==> config.mk <==
export PLATFORM = sky130hd
export DESIGN_NAME = bnn_infer_ctrl
export DESIGN_NICKNAME = d
export VERILOG_FILES = /design/src/rtl/bnn_pkg.sv /design/src/rtl/bnn_result_fifo.sv /design/src/rtl/bnn_infer_ctrl.sv
export SDC_FILE = /design/constraint.sdc
export NUM_CORES = 2
export LEC_CHECK = 0
export CAP_MARGIN = 25
export CORE_AREA = 2 2 726 728
export DETAILED_ROUTE_END_ITERATION = 8
export DIE_AREA = 0 0 728 730
export GPL_TIMING_DRIVEN = 0
export PLACE_DENSITY = 0.32
export SYNTH_ARGS = -nofsm -noshare
export SYNTH_HDL_FRONTEND = slang
export SYNTH_SLANG_ARGS = --single-unit
==> constraint.sdc <==
create_clock -name clk -period 3.1 [get_ports clk]
set_input_delay 0.62 -clock clk [delete_from_list [all_inputs] [get_ports clk]]
set_output_delay 0.62 -clock clk [all_outputs]
set_load 0.01 [all_outputs]
==> src/rtl/bnn_pkg.sv <==
// Shared types for the BNN inference controller.
// Holds the FSM state encoding used by the controller and its tests.
package bnn_pkg;

  typedef enum logic [2:0] {
    IDLE,
    LOAD,
    RUN,
    DONE,
    ERR
  } bnn_ctrl_state_t;

endpackage

==> src/rtl/bnn_result_fifo.sv <==
// First-word-fall-through result FIFO (DEPTH power of 2).
// Ports: push/wdata write, pop/rdata read, full/empty/count status.
module bnn_result_fifo #(
  parameter int WIDTH = 4,
  parameter int DEPTH = 4
) (
  input  logic                     clk,
  input  logic                     rst,
  input  logic                     push,
  input  logic                     pop,
  input  logic [WIDTH-1:0]         wdata,
  output logic [WIDTH-1:0]         rdata,
  output logic                     full,
  output logic                     empty,
  output logic [$clog2(DEPTH):0]   count
);

  localparam int AW = $clog2(DEPTH);

  logic [WIDTH-1:0] mem_q [DEPTH];
  logic [WIDTH-1:0] mem_d [DEPTH];
  logic [AW-1:0]    wptr_q, wptr_d;
  logic [AW-1:0]    rptr_q, rptr_d;
  logic [AW:0]      count_q, count_d;
  logic             do_push;
  logic             do_pop;

  assign full  = (count_q == (AW+1)'(DEPTH));
  assign empty = (count_q == '0);
  assign count = count_q;
  assign rdata = mem_q[rptr_q];

  assign do_push = push && !full;
  assign do_pop  = pop && !empty;

  always_comb begin
    mem_d   = mem_q;
    wptr_d  = wptr_q;
    rptr_d  = rptr_q;
    count_d = count_q + (AW+1)'(do_push) - (AW+1)'(do_pop);
    if (do_push) begin
      mem_d[wptr_q] = wdata;
      wptr_d        = wptr_q + AW'(1);
    end
    if (do_pop) begin
      rptr_d = rptr_q + AW'(1);
    end
  end

  always_ff @(posedge clk) begin
    if (rst) begin
      mem_q   <= '{default: '0};
      wptr_q  <= '0;
      rptr_q  <= '0;
      count_q <= '0;
    end else begin
      mem_q   <= mem_d;
      wptr_q  <= wptr_d;
      rptr_q  <= rptr_d;
      count_q <= count_d;
    end
  end

endmodule

==> src/rtl/bnn_infer_ctrl.sv <==
// Inference controller: snapshots an image, launches the core,
// times it out, and queues results. Ports: img_* in, core_* to the
// core, res_* FIFO head handshake, busy/done/timeout_err/infer_cnt.
module bnn_infer_ctrl
  import bnn_pkg::*;
#(
  parameter int IMG_W       = 900,
  parameter int HDR_W       = 4,
  parameter int RES_W       = 4,
  parameter int SYNC_STAGES = 2,
  parameter int RES_DEPTH   = 4,
  parameter int TIMEOUT_CYC = 4096,
  parameter int CNT_W       = 16
) (
  input  logic                   clk,
  input  logic                   rst,
  input  logic [IMG_W+HDR_W-1:0] img_in,
  input  logic                   img_valid,
  input  logic                   bnn_enable,
  input  logic                   bnn_clear,
  input  logic                   cont_mode,
  output logic [IMG_W-1:0]       core_img,
  output logic                   core_start,
  input  logic [RES_W-1:0]       core_result,
  input  logic                   core_done,
  output logic [RES_W-1:0]       res_data,
  output logic                   res_valid,
  input  logic                   res_ready,
  output logic                   busy,
  output logic                   done,
  output logic                   timeout_err,
  output logic [CNT_W-1:0]       infer_cnt
);

  // One timer serves both the LOAD delay and the RUN timeout.
  localparam int TMR_W = $clog2(TIMEOUT_CYC + SYNC_STAGES + 1);
  localparam logic [TMR_W-1:0] LOAD_LAST = TMR_W'(SYNC_STAGES - 1);
  localparam logic [TMR_W-1:0] RUN_LAST  = TMR_W'(TIMEOUT_CYC - 1);

  bnn_ctrl_state_t    state_q, state_d;
  logic [TMR_W-1:0]   tmr_q, tmr_d;
  logic [IMG_W-1:0]   img_q, img_d;
  logic [CNT_W-1:0]   cnt_q, cnt_d;

  logic               accept;
  logic               push;
  logic               fifo_full;
  logic               fifo_empty;
  logic [RES_W-1:0]   fifo_rdata;
  logic [$clog2(RES_DEPTH):0] fifo_count;
  logic               unused_ok;

  // Header bits and the raw count are intentionally not consumed.
  assign unused_ok = ^{img_in[HDR_W-1:0], fifo_count};

  assign accept = (state_q == IDLE) && img_valid
                  && bnn_enable && !fifo_full;

  always_comb begin
    state_d = state_q;
    tmr_d   = tmr_q;
    img_d   = img_q;
    cnt_d   = cnt_q;
    push    = 1'b0;
    unique case (state_q)
      IDLE: begin
        if (accept) begin
          img_d   = img_in[IMG_W+HDR_W-1:HDR_W];
          tmr_d   = '0;
          state_d = LOAD;
        end
      end
      LOAD: begin
        if (bnn_clear) begin
          state_d = IDLE;
        end else if (tmr_q == LOAD_LAST) begin
          tmr_d   = '0;
          state_d = RUN;
        end else begin
          tmr_d = tmr_q + TMR_W'(1);
        end
      end
      RUN: begin
        // Clear wins over a same-cycle completion.
        if (bnn_clear) begin
          state_d = IDLE;
        end else if (core_done) begin
          push    = 1'b1;
          cnt_d   = cnt_q + CNT_W'(1);
          state_d = cont_mode ? IDLE : DONE;
        end else if (tmr_q == RUN_LAST) begin
          state_d = ERR;
        end else begin
          tmr_d = tmr_q + TMR_W'(1);
        end
      end
      DONE, ERR: begin
        if (bnn_clear) begin
          state_d = IDLE;
        end
      end
      default: state_d = IDLE;
    endcase
  end

  always_ff @(posedge clk) begin
    if (rst) begin
      state_q <= IDLE;
      tmr_q   <= '0;
      img_q   <= '0;
      cnt_q   <= '0;
    end else begin
      state_q <= state_d;
      tmr_q   <= tmr_d;
      img_q   <= img_d;
      cnt_q   <= cnt_d;
    end
  end

  bnn_result_fifo #(
    .WIDTH (RES_W),
    .DEPTH (RES_DEPTH)
  ) u_fifo (
    .clk   (clk),
    .rst   (rst),
    .push  (push),
    .pop   (res_ready),
    .wdata (core_result),
    .rdata (fifo_rdata),
    .full  (fifo_full),
    .empty (fifo_empty),
    .count (fifo_count)
  );

  // Start is the first RUN cycle (timer still zero).
  assign core_start  = !rst && (state_q == RUN) && (tmr_q == '0);
  assign core_img    = rst ? '0 : img_q;
  assign res_data    = rst ? '0 : fifo_rdata;
  assign res_valid   = !rst && !fifo_empty;
  assign busy        = !rst && ((state_q == LOAD) || (state_q == RUN));
  assign done        = !rst && (state_q == DONE);
  assign timeout_err = !rst && (state_q == ERR);
  assign infer_cnt   = rst ? '0 : cnt_q;

endmodule

-- Word level (Yosys, flattened, before mapping)
Cells that the tools add are included.
- bits in registers: 955
- logic and storage cells: 91
- bits of input ports: 916
- output and inout bits: 925
- reductions and logical operators: 25
- eq/ne operators: 15
- magnitude comparators: 3
- bitwise logic cells: 3
- add/sub/neg operators: 6
- mux-type cells: 28
- operators with widths (cell ; count):
    900-bit two-way mux ; 1
    13-bit two-way mux ; 6
    13-bit one-hot mux with 3 select lines ; 1
    3-bit two-way mux ; 7
    16-bit by 1-bit adder with 16-bit output (second input constant) ; 1
    16-bit bitwise mux ; 1
    16-bit two-way mux ; 1
    4-bit two-way mux ; 4
    13-bit by 1-bit adder with 13-bit output (second input constant) ; 1
    13-bit by 1-bit == test with 1-bit output (second input constant) ; 1
    13-bit by 12-bit == test with 1-bit output (second input constant) ; 1
    13-bit logical NOT ; 1
    1-bit logical AND ; 12
    2-bit != test (second input constant) ; 6
    3-bit one-hot mux with 4 select lines ; 1
    4-bit binary-select mux with 2-bit select ; 1
    4-bit demux with 2-bit select ; 1
    3-bit by 2-bit == test with 1-bit output (second input constant) ; 2
    3-bit == test (second input constant) ; 2
    3-bit greater-or-equal comparator (second input constant) ; 2
    3-bit logical NOT ; 2
    2-bit NOT with 3-bit output ; 2
    6-bit AND reduction ; 1
    2-bit by 1-bit adder with 2-bit output (second input constant) ; 2
    16 further kinds ; 20

-- Depth between registers and ports, before layout
- word-level depth: 6
- gate-level depth with buffers: 10
- mapped depth without buffers: 10

-- By module
Synthesis repeated with hierarchy kept, for this count alone.
- cell total of the unflattened synthesis: 5254
- area, all modules: 39515.4 um^2
- by module, submodules not included (module ; cells each ; area each (um^2) ; instances ; seq. area each (um^2)):
    bnn_infer_ctrl ; 5146 ; 38355.5 ; 1 ; 18657.9
    bnn_result_fifo ; 108 ; 1159.9 ; 1 ; 460.4

-- Least setup slack after synthesis
No wires, ideal clock.
- path type: input to register
- start: in bnn_clear
- end: reg u_fifo.count_q[2] (netlist: u_fifo.count[2])
- setup time: 0.128 ns
- setup slack: 0.260 ns
- cell stages on the path: 9
- data arrival time: 2.712 ns
- cell sequence: or4b_4 nor3_1 clkbuf_1 ha_1 inv_1 fa_1 xor2_1 xnor2_1 nor2_1
- cells in the longest elaborated chain, start to end: 5
- RTL lines (what ; RTL line ; RTL):
    start, declared ; bnn_infer_ctrl.sv:20 ; input logic bnn_clear,
    1-bit two-way mux ; bnn_infer_ctrl.sv:85 ; if (bnn_clear) begin
    1-bit two-way mux ; bnn_infer_ctrl.sv:65 ; unique case (state_q)
    1-bit logical AND ; bnn_result_fifo.sv:33 ; assign do_push = push && !full;
    via u_fifo.do_push ; bnn_result_fifo.sv:25 ; logic do_push;
    3-bit by 1-bit adder with 3-bit output ; bnn_result_fifo.sv:40 ; count_d = count_q + (AW+1)'(do_push) - (AW+1)'(do_pop);
    3-bit by 1-bit subtractor with 3-bit output ; bnn_result_fifo.sv:40 ;
    end signal, assigned ; bnn_result_fifo.sv:60 ; count_q <= count_d;
    end, declared ; bnn_result_fifo.sv:24 ; logic [AW:0] count_q, count_d;
The timed path passes the listed nets, and every way through them passes these cells.
A chain may end at the register's enable or synchronous reset.

-- Worst setup path after layout
- start: in rst
- end: out core_img[416]
- cells in the longest elaborated chain, start to end: 1
- RTL lines (what ; RTL line ; RTL):
    start, declared ; bnn_infer_ctrl.sv:16 ; input logic rst,
    900-bit two-way mux ; bnn_infer_ctrl.sv:137 ; assign core_img = rst ? '0 : img_q;
    end, declared ; bnn_infer_ctrl.sv:22 ; output logic [IMG_W-1:0] core_img,
No other way between the ends.

==> metrics.md <==
| Metric | Value |
|---|---|
| Outcome | finished, final reports clean |
| Area leader, netlist | dfxtp_1 |
| Startpoint types | input port |
| # setup viols final | 0 |
| Final worst slack | roughly 0.0022 ns |
| Worst Skew | around 0.068 ns |
| IO Port Bufs | approximately 1.8k |
| Min Hold Slack | 0.309 ns |
| Worst setup path class | in -> out |
| Die width | 728 um |
| Row cnt | 266 |
| Nets | approximately 8.2k |
| Final wirelength | 413000 um |
| CTS tree | built |
| Yosys synthesis warning count | 0 |
| Worst-path clk slew | approximately 0.060 ns |
| HPWL after DPL | roughly 360000 um |
| Area growth, synth to finish | 87.7% |
| Top post-synthesis cells by area | dfxtp_1, nand2_1, nor2b_1, a21oi_1, clkbuf_1 |
| Die H | around 730 um |
| Endpoint class of the critical path | primary output |
| Overflow after GRT | 0 |
| Drt first pass iters | 5 |
| Post-route cell area | approximately 0.074 mm2 |
| First-pass GRT wire length | ~510000 um |
| Worst vdd ir | around 0.45 mV |
| Root Driver | clkbuf_16 |
| Max-slew violation count | 0 |
| Dpl ws | -3.04 ns |
| WP data required | 2.48 ns |
| Vias | roughly 45k |
| Worst-Margin Slew | around 0.95 ns |
| FMAX | 323 MHz |
| Core area | between 0.5 and 0.6 mm2 |
| Initial cell density of the core | 0.0754 |
| Max Cap Violations | 0 |
| Worst-Skew Late Latency | around 0.84 ns |
| Wire per inst | ~29 um |
| Drt initial violations | between 3k and 4k |
| Die ar. | approximately 0.53 mm2 |
| Final hold violations | 0 |
| Slew margin rel. | 0.369 |
| Tmin final | just over 3 ns |
| Synth Area per Inst | around 7.5 um2 |
| CTS Hold Bufs | 0 |
| Ys flop type | dfxtp_1 |
| Seq/Total Area, Yosys | 0.484 |
| Antenna viol nets, final | 0 |
| Final setup TNS | 0 ns |
| Routability Congestion | roughly 0.9 |
| Crit-path max FO | 10 |
| # H-tree levels | 4 |
| Fraction of registers with async set/reset | 0 |
| Area after DPL | ~0.067 mm2 |
| Post-synth top area share | 0.484 |
| Most common cell in the netlist | nand2_1 |
| Power, Total | ~43 mW |
| Synth Net Count | 6185 |
| Worst R2R Setup Slack | roughly 0.23 ns |
| Most frequent cells after synthesis | nand2_1, dfxtp_1, a21oi_1, nor2b_1, clkbuf_1 |
| CTS Sinks | 955 |
| Pin count of the biggest net entering global routing | 12 |
| Worst Path Arrival | approximately 2.5 ns |
| Share of layout cells above drive strength 1 | 0.139 |
| RSZ-0062 raised after global routing | true |
| Hold crit path type | in -> reg |
| IO Count | approximately 1.8k |
| Distinct cells, synth | 47 |
| Vias/cell | 3.14 |
| FF+latch count, synth | 955 |
| Number of global-route vias before repair | 44.5k |
| Cells after Synth | 5258 |
| Antenna violations before repair | ~210 |
| Leakage Power | 26.7 nW |
| Drt drc | 0 |
| Final Cycle Share | 0.999 |
| Post-synth EDFFs | 0 |
| Total CTS buffers | ~140 |
| Synthesized area | 0.0395 mm2 |
| GRT Resource Usage Total | 0.148 |
| Cell Pwr Density | 584 mW/mm2 |
| Clock Path Buffers | 4 |
==> stage by stage <==
step | cells | utilization
2_1_floorplan | 5258 | -
3_3_place_gp | 14100 | 0.127
3_5_place_dp | 14100 | 0.128
4_1_cts | 14400 | 0.141
5_1_grt | 14400 | 0.141
6_report | 14400 | 0.141
==> logic make-up after synthesis <==
group                    synth area share
XOR/XNOR                          0.00355
AO/OA/AOI/OAI                       0.123
AND/OR/NAND/NOR                     0.338
multiplexers                      0.00333
adder cells (fa/ha/maj)           0.00368
buffers and inverters              0.0438
flip-flops                          0.484
==> placed cells by master, fill, tap and decap left out, types with 32 or more instances in the layout <==
master and n:
nand2_1 1821, clkdlybuf4s50_1 1093, dfxtp_1 954, a21oi_1 922, nor2b_1 642, dlygate4sd2_1 510
clkbuf_1 203, nor2b_4 179, clkbuf_16 161, clkdlybuf4s15_2 145, buf_2 144, nor2b_2 99
clkbuf_8 70, diode_2 53, clkbuf_2 47, clkbuf_4 37, nor2_1 32
==> what timing repair did <==
| item | CTS | global route |
|---|---|---|
| resized for setup | 2027 | 54 |
| setup endpoints to repair | 1850 | 99 |
| pin swaps | 0 | 0 |
| cloned | 3 | 0 |
| buffers inserted | 14 | 0 |
==> final cells by class <==
type                       instances  area [um2]
inverter                          15        56.3
timing repair buffer            1876       18300
tap                             6968        8720
multi-input combinational       3873       20300
sequential                       955       19100
clock inverter                    50         693
clock buffer                     204        4180
buffer                           414        2540
antenna                           53         133
fill                           60300      449000
==> layer usage <==
metal	vias to the layer above	routed length [um]	GRT usage
met5	-	934	0
met1	21900	181000	0.194
met2	1984	170000	0.217
li1	20900	-	-
met4	124	10300	0.0337
met3	440	50100	0.0721
==> critical path, cell delays in order <==
cell and delay (ns):
buf_2 0.14, clkbuf_8 0.17, buf_16 0.18, buf_4 0.22
clkbuf_8 0.17, clkbuf_2 0.22, nor2b_2 0.30, dlygate4sd2_1 0.35
==> final timing paths <==
check,startpoint,to,depth (start not counted)
setup reg to reg,state_q[1],img_q[529],9
hold reg to reg,img_q[157],img_q[157],2
setup / recovery,rst,core_img[416],8
hold / removal,img_in[641],img_q[637],3
==> report_power, final <==
| part | total (mW) | switching [mW] | internal [mW] |
|---|---|---|---|
| registers | 14.8 | 1.05 | 13.7 |
| logic | 10.8 | 6.69 | 4.15 |
| clock network | 17.7 | 7.31 | 10.4 |
| total | 43.3 | 15.0 | 28.2 |
==> state kept, by name, indices dropped and copies added (netlist names) <==
| signal | cells |
|---|---|
| u_fifo.wptr_q | 2 |
| u_fifo.mem_q | 16 |
| state_q | 3 |
| u_fifo.rptr_q | 2 |
| cnt_q | 16 |
| tmr_q | 13 |
| u_fifo.count | 3 |
| img_q | 900 |
Power figures use the tool's default switching activity.
